--- config.mk ---
export PLATFORM = sky130hd
export DESIGN_NAME = fft_stage_sequencer_flat
export DESIGN_NICKNAME = d
export VERILOG_FILES = /design/src/rtl/fft_stage_sequencer_if.sv /design/src/rtl/fft_stage_sequencer.sv /design/src/flat_wrapper.sv
export SDC_FILE = /design/constraint.sdc
export NUM_CORES = 1
export LEC_CHECK = 0
export CAP_MARGIN = 10
export CORE_ASPECT_RATIO = 1.25
export CORE_UTILIZATION = 50
export CTS_BUF_LIST = sky130_fd_sc_hd__clkbuf_4
export DETAILED_ROUTE_END_ITERATION = 6
export GPL_ROUTABILITY_DRIVEN = 0
export PLACE_DENSITY_LB_ADDON = 0.05
export SYNTH_ARGS = -nofsm -noshare
export SYNTH_HDL_FRONTEND = slang
export SYNTH_SLANG_ARGS = --single-unit
--- constraint.sdc ---
create_clock -name clk -period 1.83 [get_ports clk]
set_input_delay 0.183 -clock clk [delete_from_list [all_inputs] [get_ports clk]]
set_output_delay 0.183 -clock clk [all_outputs]
set_load 0.01 [all_outputs]
--- src/rtl/fft_stage_sequencer_if.sv ---
// Handshake and address bus between the FFT stage sequencer and its datapath.
interface fft_stage_sequencer_if #(
  parameter int unsigned N_LOG2 = 4
);
  logic              start;
  logic              busy;
  logic              done;
  logic [N_LOG2-1:0] stage;
  logic [N_LOG2-1:0] sample_addr;
  logic              load_we;
  logic [N_LOG2-1:0] load_waddr;
  logic              bfly_valid;
  logic [N_LOG2-1:0] rd_addr_a;
  logic [N_LOG2-1:0] rd_addr_b;
  logic [N_LOG2-2:0] tw_addr;
  logic              wr_en;
  logic [N_LOG2-1:0] wr_addr_a;
  logic [N_LOG2-1:0] wr_addr_b;

  modport master (
    input  start,
    output busy, done, stage, sample_addr, load_we, load_waddr,
           bfly_valid, rd_addr_a, rd_addr_b, tw_addr,
           wr_en, wr_addr_a, wr_addr_b
  );

  modport slave (
    output start,
    input  busy, done, stage, sample_addr, load_we, load_waddr,
           bfly_valid, rd_addr_a, rd_addr_b, tw_addr,
           wr_en, wr_addr_a, wr_addr_b
  );
endinterface

--- src/rtl/fft_stage_sequencer.sv ---
// Control sequencer for an in-place radix-2 DIT FFT: bit-reversed sample load,
// per-stage butterfly/twiddle address issue, and latency-matched write-back.
module fft_stage_sequencer #(
  parameter int unsigned N_LOG2   = 4,
  parameter int unsigned BFLY_LAT = 2
) (
  input  logic                  clk,
  input  logic                  reset,
  fft_stage_sequencer_if.master bus
);
  localparam int unsigned DW = (BFLY_LAT > 1) ? $clog2(BFLY_LAT) : 1;
  localparam int unsigned DLW = 2 * N_LOG2 + 1;

  typedef enum logic [2:0] {S_IDLE, S_LOAD, S_ISSUE, S_DRAIN, S_DONE} state_t;

  state_t            r_state;
  logic [N_LOG2-1:0] r_cnt;
  logic [N_LOG2-2:0] r_k;
  logic [N_LOG2-1:0] r_stage;
  logic [DW-1:0]     r_drain;
  logic              r_busy;
  logic              r_done;
  logic [N_LOG2-1:0] r_sample_addr;
  logic              r_load_we;
  logic [N_LOG2-1:0] r_load_waddr;
  logic              r_bfly_valid;
  logic [N_LOG2-1:0] r_rd_a;
  logic [N_LOG2-1:0] r_rd_b;
  logic [N_LOG2-2:0] r_tw;
  logic [DLW-1:0]    r_dl [BFLY_LAT];

  logic [N_LOG2-1:0] w_cnt_nxt;
  logic [N_LOG2-2:0] w_k_nxt;
  logic [N_LOG2-1:0] w_stage_nxt;
  logic [DLW-1:0]    w_dl_out;

  assign w_cnt_nxt   = r_cnt + 1'b1;
  assign w_k_nxt     = r_k + 1'b1;
  assign w_stage_nxt = r_stage + 1'b1;

  function automatic logic [N_LOG2-1:0] f_bitrev(input logic [N_LOG2-1:0] v);
    logic [N_LOG2-1:0] w_r;
    for (int unsigned i = 0; i < N_LOG2; i++) w_r[i] = v[N_LOG2-1-i];
    return w_r;
  endfunction

  // Upper operand: grp*2h + pos, with pos = k mod h and grp = k >> s.
  function automatic logic [N_LOG2-1:0] f_rd_a(input logic [N_LOG2-2:0] k,
                                               input logic [N_LOG2-1:0] s);
    logic [N_LOG2-1:0] w_k;
    logic [N_LOG2-1:0] w_pos;
    w_k   = {1'b0, k};
    w_pos = w_k & ((N_LOG2'(1) << s) - N_LOG2'(1));
    return ((w_k >> s) << (s + N_LOG2'(1))) | w_pos;
  endfunction

  // Bit s of the upper operand is always clear, so OR equals +h.
  function automatic logic [N_LOG2-1:0] f_rd_b(input logic [N_LOG2-2:0] k,
                                               input logic [N_LOG2-1:0] s);
    return f_rd_a(k, s) | (N_LOG2'(1) << s);
  endfunction

  function automatic logic [N_LOG2-2:0] f_tw(input logic [N_LOG2-2:0] k,
                                             input logic [N_LOG2-1:0] s);
    logic [N_LOG2-1:0] w_pos;
    logic [N_LOG2-1:0] w_full;
    w_pos  = {1'b0, k} & ((N_LOG2'(1) << s) - N_LOG2'(1));
    w_full = w_pos << (N_LOG2'(N_LOG2 - 1) - s);
    return w_full[N_LOG2-2:0];
  endfunction

  // Sequencer FSM; outputs are registered alongside the state so each one
  // reflects the state being entered.
  always_ff @(posedge clk) begin
    if (reset) begin
      r_state       <= S_IDLE;
      r_cnt         <= '0;
      r_k           <= '0;
      r_stage       <= '0;
      r_drain       <= '0;
      r_busy        <= 1'b0;
      r_done        <= 1'b0;
      r_sample_addr <= '0;
      r_load_we     <= 1'b0;
      r_load_waddr  <= '0;
      r_bfly_valid  <= 1'b0;
      r_rd_a        <= '0;
      r_rd_b        <= '0;
      r_tw          <= '0;
    end else begin
      case (r_state)
        S_IDLE: begin
          if (bus.start) begin
            r_state       <= S_LOAD;
            r_busy        <= 1'b1;
            r_cnt         <= '0;
            r_load_we     <= 1'b1;
            r_sample_addr <= '0;
            r_load_waddr  <= '0;
          end
        end
        S_LOAD: begin
          if (&r_cnt) begin
            r_state       <= S_ISSUE;
            r_cnt         <= '0;
            r_load_we     <= 1'b0;
            r_sample_addr <= '0;
            r_load_waddr  <= '0;
            r_k           <= '0;
            r_stage       <= '0;
            r_bfly_valid  <= 1'b1;
            r_rd_a        <= f_rd_a('0, '0);
            r_rd_b        <= f_rd_b('0, '0);
            r_tw          <= f_tw('0, '0);
          end else begin
            r_cnt         <= w_cnt_nxt;
            r_sample_addr <= w_cnt_nxt;
            r_load_waddr  <= f_bitrev(w_cnt_nxt);
          end
        end
        S_ISSUE: begin
          if (&r_k) begin
            r_state      <= S_DRAIN;
            r_drain      <= '0;
            r_bfly_valid <= 1'b0;
            r_rd_a       <= '0;
            r_rd_b       <= '0;
            r_tw         <= '0;
          end else begin
            r_k    <= w_k_nxt;
            r_rd_a <= f_rd_a(w_k_nxt, r_stage);
            r_rd_b <= f_rd_b(w_k_nxt, r_stage);
            r_tw   <= f_tw(w_k_nxt, r_stage);
          end
        end
        S_DRAIN: begin
          if (r_drain == DW'(BFLY_LAT - 1)) begin
            if (r_stage != N_LOG2'(N_LOG2 - 1)) begin
              r_state      <= S_ISSUE;
              r_stage      <= w_stage_nxt;
              r_k          <= '0;
              r_bfly_valid <= 1'b1;
              r_rd_a       <= f_rd_a('0, w_stage_nxt);
              r_rd_b       <= f_rd_b('0, w_stage_nxt);
              r_tw         <= f_tw('0, w_stage_nxt);
            end else begin
              r_state <= S_DONE;
              r_done  <= 1'b1;
              r_stage <= '0;
            end
          end else begin
            r_drain <= r_drain + 1'b1;
          end
        end
        S_DONE: begin
          r_state <= S_IDLE;
          r_done  <= 1'b0;
          r_busy  <= 1'b0;
        end
        default: r_state <= S_IDLE;
      endcase
    end
  end

  // Write-back delay line: issued {valid, addr_a, addr_b} retire BFLY_LAT cycles later.
  always_ff @(posedge clk) begin
    if (reset) begin
      for (int unsigned i = 0; i < BFLY_LAT; i++) r_dl[i] <= '0;
    end else begin
      r_dl[0] <= {r_bfly_valid, r_rd_a, r_rd_b};
      for (int unsigned i = 1; i < BFLY_LAT; i++) r_dl[i] <= r_dl[i-1];
    end
  end

  assign w_dl_out = r_dl[BFLY_LAT-1];

  assign bus.busy        = r_busy;
  assign bus.done        = r_done;
  assign bus.stage       = r_stage;
  assign bus.sample_addr = r_sample_addr;
  assign bus.load_we     = r_load_we;
  assign bus.load_waddr  = r_load_waddr;
  assign bus.bfly_valid  = r_bfly_valid;
  assign bus.rd_addr_a   = r_rd_a;
  assign bus.rd_addr_b   = r_rd_b;
  assign bus.tw_addr     = r_tw;
  assign bus.wr_en       = w_dl_out[DLW-1];
  assign bus.wr_addr_a   = w_dl_out[2*N_LOG2-1:N_LOG2];
  assign bus.wr_addr_b   = w_dl_out[N_LOG2-1:0];
endmodule

--- src/flat_wrapper.sv ---
// flat-port wrapper written by rule: the top's interface ports become plain ports
module fft_stage_sequencer_flat 
#(
  parameter int unsigned N_LOG2   = 4,
  parameter int unsigned BFLY_LAT = 2
)
  (clk, reset, bus_start, bus_busy, bus_done, bus_stage, bus_sample_addr, bus_load_we, bus_load_waddr, bus_bfly_valid, bus_rd_addr_a, bus_rd_addr_b, bus_tw_addr, bus_wr_en, bus_wr_addr_a, bus_wr_addr_b);
  fft_stage_sequencer_if #(.N_LOG2(N_LOG2)) bus_i ();
  input  logic clk;
  input  logic reset;
  input wire logic [$bits(bus_i.start)-1:0] bus_start;
  output wire logic [$bits(bus_i.busy)-1:0] bus_busy;
  output wire logic [$bits(bus_i.done)-1:0] bus_done;
  output wire logic [$bits(bus_i.stage)-1:0] bus_stage;
  output wire logic [$bits(bus_i.sample_addr)-1:0] bus_sample_addr;
  output wire logic [$bits(bus_i.load_we)-1:0] bus_load_we;
  output wire logic [$bits(bus_i.load_waddr)-1:0] bus_load_waddr;
  output wire logic [$bits(bus_i.bfly_valid)-1:0] bus_bfly_valid;
  output wire logic [$bits(bus_i.rd_addr_a)-1:0] bus_rd_addr_a;
  output wire logic [$bits(bus_i.rd_addr_b)-1:0] bus_rd_addr_b;
  output wire logic [$bits(bus_i.tw_addr)-1:0] bus_tw_addr;
  output wire logic [$bits(bus_i.wr_en)-1:0] bus_wr_en;
  output wire logic [$bits(bus_i.wr_addr_a)-1:0] bus_wr_addr_a;
  output wire logic [$bits(bus_i.wr_addr_b)-1:0] bus_wr_addr_b;
  assign bus_i.start = bus_start;
  assign bus_busy = bus_i.busy;
  assign bus_done = bus_i.done;
  assign bus_stage = bus_i.stage;
  assign bus_sample_addr = bus_i.sample_addr;
  assign bus_load_we = bus_i.load_we;
  assign bus_load_waddr = bus_i.load_waddr;
  assign bus_bfly_valid = bus_i.bfly_valid;
  assign bus_rd_addr_a = bus_i.rd_addr_a;
  assign bus_rd_addr_b = bus_i.rd_addr_b;
  assign bus_tw_addr = bus_i.tw_addr;
  assign bus_wr_en = bus_i.wr_en;
  assign bus_wr_addr_a = bus_i.wr_addr_a;
  assign bus_wr_addr_b = bus_i.wr_addr_b;
  fft_stage_sequencer #(.N_LOG2(N_LOG2), .BFLY_LAT(BFLY_LAT)) u_core (.clk(clk), .reset(reset), .bus(bus_i));
endmodule
==> flow_summary_export.csv, run 1 <==
group,metric,value,unit
outcome,status,"finished, final reports clean",
critical_path,reg2reg_slack,50,ps
pwr,intPower,1.57,mW
layout,final_layout_size_suffix_gt1_share,22.8,%
critical_path,regToRegEndpoint,"u_core.bus.rd_addr_b[0]",
cts,cts-root-buf,"clkbuf_4",
layout,areaGrowthSynthToFinish,29.0,%
flow_run,cap_violations,0,
synthesis,syn_area,0.00236,mm^2
floorplan,start_util,52.9,%
sta,post-route-period-util,97.3,%
synthesis,netlist.area_leader.share,40.7,%
routing,remaining_drc_errors,0,
synthesis,synth_area_leaders,"dfxtp_1, nor2b_1, buf_4",
sta,finalWorstSetupSlack,48.6,ps
pwr,p_leak,1.13,nW
layout,nNetsFinal,324,
cts,cts_buffer_depth,2,
floorplan,coreArea,0.00446,mm^2
critical_path,setup.worst_path.start,"u_core.bus.stage[1]",
worst_hold_path,hold_path_depth,1,
critical_path,crit_chain,"buf_4 -> ha_2 -> xnor2_2 -> and2b_1 -> nand2_1 -> a31o_1 -> a311oi_1",
pwr,ir_worst_vdd,0.336,mV
worst_hold_path,min_from,"u_core.r_dl[0][8]",
critical_path,cp-end-kind,"flip-flop",
synthesis,yosysWarnings,0,
routing,drt-initial-drc-count,108,
cts,postCtsHoldBufs,0,
pwr,power_frac_clock,29.6,%
routing,dr.pass1.iters,4,
sta,hold_slack,447,ps
placement,dp_cells,365,
synthesis,avgSynthCellArea,8.94,um^2
critical_path,r2r-start,"u_core.bus.stage[1]",
cts,h-tree-depth,2,
placement,hpwlAfterDp,3.81,mm
layout,final_cells,374,
worst_hold_path,min_path_type,"reg -> reg",
pwr,seq_power_share,51.7,%
synthesis,yosysSeqAreaShare,40.7,%
cts,insertion_delay,360,ps
floorplan,fp.dieW,63.5,um
critical_path,crit_slowest_cell,"dfxtp_2",
critical_path,start_kind,"flip-flop",
synthesis,synth_edf_count,0,
pwr,power,2.16,mW
synthesis,syn-instance-count,264,
worst_hold_path,hold_end,"u_core.r_dl[0][17]",
synthesis,synth_top_area_cell,"dfxtp_1",
synthesis,async_flop_share,0,%
pwr,switching_share,27.2,%
sta,rsz0062_at_grt,"true",
routing,vias,2021,
routing,wirelength,5.22,mm
sta,relSlewSlack,68.7,%
synthesis,yosysUniqueCellTypes,60,
sta,tightestPinTransition,469,ps
critical_path,worstSetupPathType,"reg -> reg",
pwr,p_per_area,710,mW/mm^2
routing,vias_per_cell,5.40,
sta,slew_viol_final,0,
synthesis,synth_fp_nets,273,
placement,pre_cts_ws,13.5,ps
routing,wl_per_cell,13.9,um
global_routing,track_usage,22.0,%
floorplan,pin_count,39,
synthesis,yosys_most_used_dff,"dfxtp_1",
cts,cts_tree,"done",
pwr,pwr-share-comb,18.7,%
critical_path,path_max_fanout,10,
critical_path,cp_top_family,"compound AO/OA/AOI/OAI gates",
layout,utilization,68.3,%
global_routing,grt_pass1_vias,1920,
sta,fmax,561,MHz
cts,clkSinkCount,48,
synthesis,synthMostInstantiatedCell,"dfxtp_1",
pwr,p_sw,0.589,mW
routing,ant_nets,0,
critical_path,slowest_delay,350,ps
critical_path,cp_data_required_time,2110,ps
critical_path,arrival,2060,ps
synthesis,synth_commonest_cells,"dfxtp_1, nand2_1, nor2_1",
sta,hold_viol,0,
critical_path,r2r_cells,7,
cts,cts_buffers,5,
layout,antenna_cells,0,
cts,clkTransAtPathRegs,140,ps
critical_path,path_buf_inv,1,
sta,period_minus_slack,1780,ps
sta,skew,13.9,ps
synthesis,yosys_register_bits,48,
placement,io_buffer_count,38,
floorplan,rows,27,
floorplan,die_h,78.8,um
global_routing,grt_overflow,0,
sta,final-setup-viol-count,0,
global_routing,grt_first_pass_wirelength,8.66,mm
global_routing,grt_max_degree,26,
global_routing,antenna_found_initial,0,
floorplan,die_area,0.00500,mm^2
==> power groups by stage <==
stage	clock network [mW]	registers (mW)	logic, mW
final	0.641	1.12	0.403
after global routing	0.693	1.13	0.446
after global placement	0	1.14	0.386
after floorplan	0	1.15	0.245
after CTS	0.660	1.12	0.399
after detailed placement	0	1.14	0.387
==> layout make-up <==
cell class	instances	area (um^2)
Clock buffer	5	37.5
Clock inverter	3	46.3
Fill cell	376	1410
Inverter	5	18.8
Multi-Input combinational cell	184	1260
Sequential cell	48	967
Tap cell	58	72.6
Timing Repair Buffer	71	641
==> registers in the layout (all words and copies together) (netlist names) <==
signal,flops
u_core.r_drain,1
u_core.bus.stage,4
u_core.bus.done,1
u_core.bus.bfly_valid,1
u_core.bus.tw_addr,3
u_core.r_cnt,1
u_core.bus.rd_addr_b,4
u_core.r_state,3
u_core.r_dl,18
u_core.r_k,3
u_core.bus.busy,1
u_core.bus.load_we,1
u_core.bus.load_waddr,3
u_core.bus.rd_addr_a,4
==> per-stage QoR <==
| stage | instance area (um^2) | TNS (ps) |
|---|---|---|
| global placement | 2880 | 0 |
| floorplan | 2390 | 0 |
| global route | 3050 | -150 |
| detailed placement | 2880 | 0 |
| CTS | 3000 | 0 |
| finish | 3050 | 0 |
==> timing repair <==
action,4_1_cts,5_1_grt
setup endpoints to repair,6,12
resized for setup,6,15
setup buffers,0,1
pin swaps,0,10
==> layer usage <==
metal / up-vias / GRT usage (%) / share of wire (%)
li1: 1021 / - / -
met1: 912 / 26.4 / 43
met2: 72 / 38.6 / 50
met3: 16 / 3.74 / 5.0
met4: 0 / 8.41 / 1.9
met5: - / 0 / 0
==> how the worst max path moves through the flow <==
stage	endpoint	cells after the start
after floorplan	u_core.bus.tw_addr[2]	7
after global placement	u_core.bus.tw_addr[2]	8
after detailed placement	u_core.r_k[2]	7
after CTS	u_core.bus.tw_addr[2]	8
after global routing	u_core.bus.tw_addr[2]	9
final	u_core.bus.rd_addr_b[0]	7
==> placed cells by master (no fill, tap or decap), types with 3 or more instances in the layout <==
master | netlist | final
o21ai_0 | 9 | 6
nor2b_1 | 19 | 18
nor3_1 | 3 | 3
nand3_1 | 5 | 5
nand2b_1 | 6 | 5
a21oi_1 | 20 | 20
o21ai_1 | 5 | 8
a22oi_1 | 5 | 5
nand2_1 | 28 | 27
clkdlybuf4s50_1 | 0 | 38
clkbuf_4 | 0 | 5
dfxtp_1 | 48 | 43
nor2_1 | 21 | 20
buf_4 | 14 | 32
inv_1 | 5 | 4
dfxtp_2 | 0 | 5
==> logic make-up (layout without fill, tap and decap cells) <==
kind of cell               Yosys count  in the layout  share of synthesized area, %
and+or+nand+nor                    107            107                          25.3
AOI/OAI and AO/OA                   66             66                          18.9
DFF                                 48             48                          40.7
buffers and inverters               32             84                          9.75
adders and majority gates            6              6                          3.18
xor gates and xnor gates             4              4                          1.80
muxes                                1              1                         0.424
(Power assumes the default switching activity.)
==> inputs of run 2 (changes only) <==
==> constraint.sdc (replaced) <==
create_clock -name clk -period 1.83 [get_ports clk]
set_input_delay 0.4575 -clock clk [delete_from_list [all_inputs] [get_ports clk]]
set_output_delay 0.4575 -clock clk [all_outputs]
set_load 0.01 [all_outputs]
==> flow_summary_export.csv, run 2 (synthesis results as in run 1) <==
group,metric,value,unit
layout,design_area,0.00307,mm^2
placement,io_buffer_count,38,
routing,vias_per_cell,5.33,
global_routing,grt_overflow,0,
cts,cts-root-buf,"clkbuf_4",
sta,period_minus_slack,1760,ps
routing,vias,1989,
critical_path,path_max_fanout,7,
sta,finalSetupTns,0,ps
layout,nNetsFinal,323,
placement,dp_cells,365,
routing,dr.pass1.iters,4,
global_routing,grt_first_pass_wirelength,8.57,mm
cts,cts_tree,"done",
layout,final_layout_size_suffix_gt1_share,23.2,%
floorplan,die_h,78.8,um
sta,hold_viol,0,
sta,rsz0062_at_grt,"true",
layout,multi_input_area,0.00127,mm^2
layout,n_fill_cell,393,
sta,relSlewSlack,66.2,%
layout,final_common_cell,"dfxtp_1",
critical_path,cp-end-kind,"primary output",
pwr,power,2.29,mW
layout,areaGrowthSynthToFinish,30.2,%
cts,h-tree-depth,2,
critical_path,slowest_delay,540,ps
critical_path,crit_slowest_cell,"clkdlybuf4s50_1",
floorplan,pin_count,39,
pwr,p_leak,1.18,nW
cts,cts_buffer_depth,2,
global_routing,grt_pass1_vias,1851,
routing,drt-initial-drc-count,81,
floorplan,start_util,52.9,%
placement,hpwlAfterDp,3.79,mm
floorplan,die_area,0.00500,mm^2
cts,insertion_delay,360,ps
routing,wl_per_cell,13.7,um
layout,regMostFlops,"u_core.r_dl",
critical_path,cp_data_required_time,1370,ps
sta,final-setup-viol-count,0,
pwr,p_per_area,745,mW/mm^2
floorplan,rows,27,
critical_path,crit_chain,"clkdlybuf4s50_1",
critical_path,cp_top_family,"buffers and inverters",
sta,fmax,568,MHz
worst_hold_path,min_path_type,"reg -> reg",
floorplan,fp.dieW,63.5,um
placement,placed_area,0.00288,mm^2
global_routing,grt_max_degree,24,
critical_path,worstSetupPathType,"reg -> out",
routing,remaining_drc_errors,0,
cts,postCtsHoldBufs,0,
cts,clkSinkCount,48,
critical_path,path_buf_inv,1,
global_routing,antenna_found_initial,0,
placement,pre_cts_ws,-33.4,ps
critical_path,arrival,1300,ps
layout,utilization,68.9,%
pwr,ir_worst_vdd,0.367,mV
sta,skew,4.68,ps
layout,largest_reg_flops,18,
layout,antenna_cells,0,
routing,wirelength,5.11,mm
outcome,status,"finished, final reports clean",
sta,finalWorstSetupSlack,68.8,ps
sta,tightestPinTransition,502,ps
sta,hold_slack,453,ps
global_routing,track_usage,21.9,%
routing,ant_nets,0,
cts,clkTransAtPathRegs,140,ps
flow_run,cap_violations,0,
sta,post-route-period-util,96.2,%
cts,cts_buffers,5,
critical_path,start_kind,"flip-flop",
layout,final_cell_mix,"dfxtp_1, buf_4, clkdlybuf4s50_1",
layout,final_cells,373,
layout,seq_area,980,um^2
sta,slew_viol_final,0,
floorplan,coreArea,0.00446,mm^2
run 2: cell types whose count changed in the layout (fill, tap and decap cells not counted), sizes merged:
cell	previous run	this run
clkdlybuf4s50	38	30
dlygate4sd2	0	7
bufinv	1	2
buf	33	32
clkinvlp	1	0
dlymetal6s2s	0	1
run 2: area by class of cell:
type	count	share of cell area (%)
flip-flops and latches	48	31.9
clock buffers	5	1.22
multi-input cells	184	41.3
repair buffers	70	20.4
clock inverters	3	2.24
well taps	58	2.36
inverters	5	0.611
run 2: per-layer routing:
metal  GRT usage (%)  routed length, um  up-vias
li1                -                  -     1015
met1            27.1               2290      907
met2            37.8               2510       56
met3            3.30                198       11
met4            8.41                119        0
met5               0                  0        -
run 2: path summary, 6_finish.rpt:
path	from	to	slack [ps]	cells past startpoint
setup / recovery	u_core.bus.load_waddr[1]	bus_sample_addr[2]	70	1
hold / removal	u_core.r_dl[0][2]	u_core.r_dl[0][11]	450	1
setup reg to reg	u_core.bus.stage[1]	u_core.bus.tw_addr[2]	70	8
hold reg to reg	u_core.r_dl[0][2]	u_core.r_dl[0][11]	450	1
run 2: power by group:
group	leakage (nW)	internal [mW]	switching [mW]	total [mW]
logic	0.731	0.188	0.208	0.396
registers	0.395	1.09	0.0306	1.12
clock network	0.0558	0.430	0.347	0.777
total	1.18	1.70	0.585	2.29
run 2: repair_timing:
action	CTS	global route
endpoints found under the setup margin	13	15
gates resized for setup	20	15
pin swaps	0	6
buffers inserted	0	0
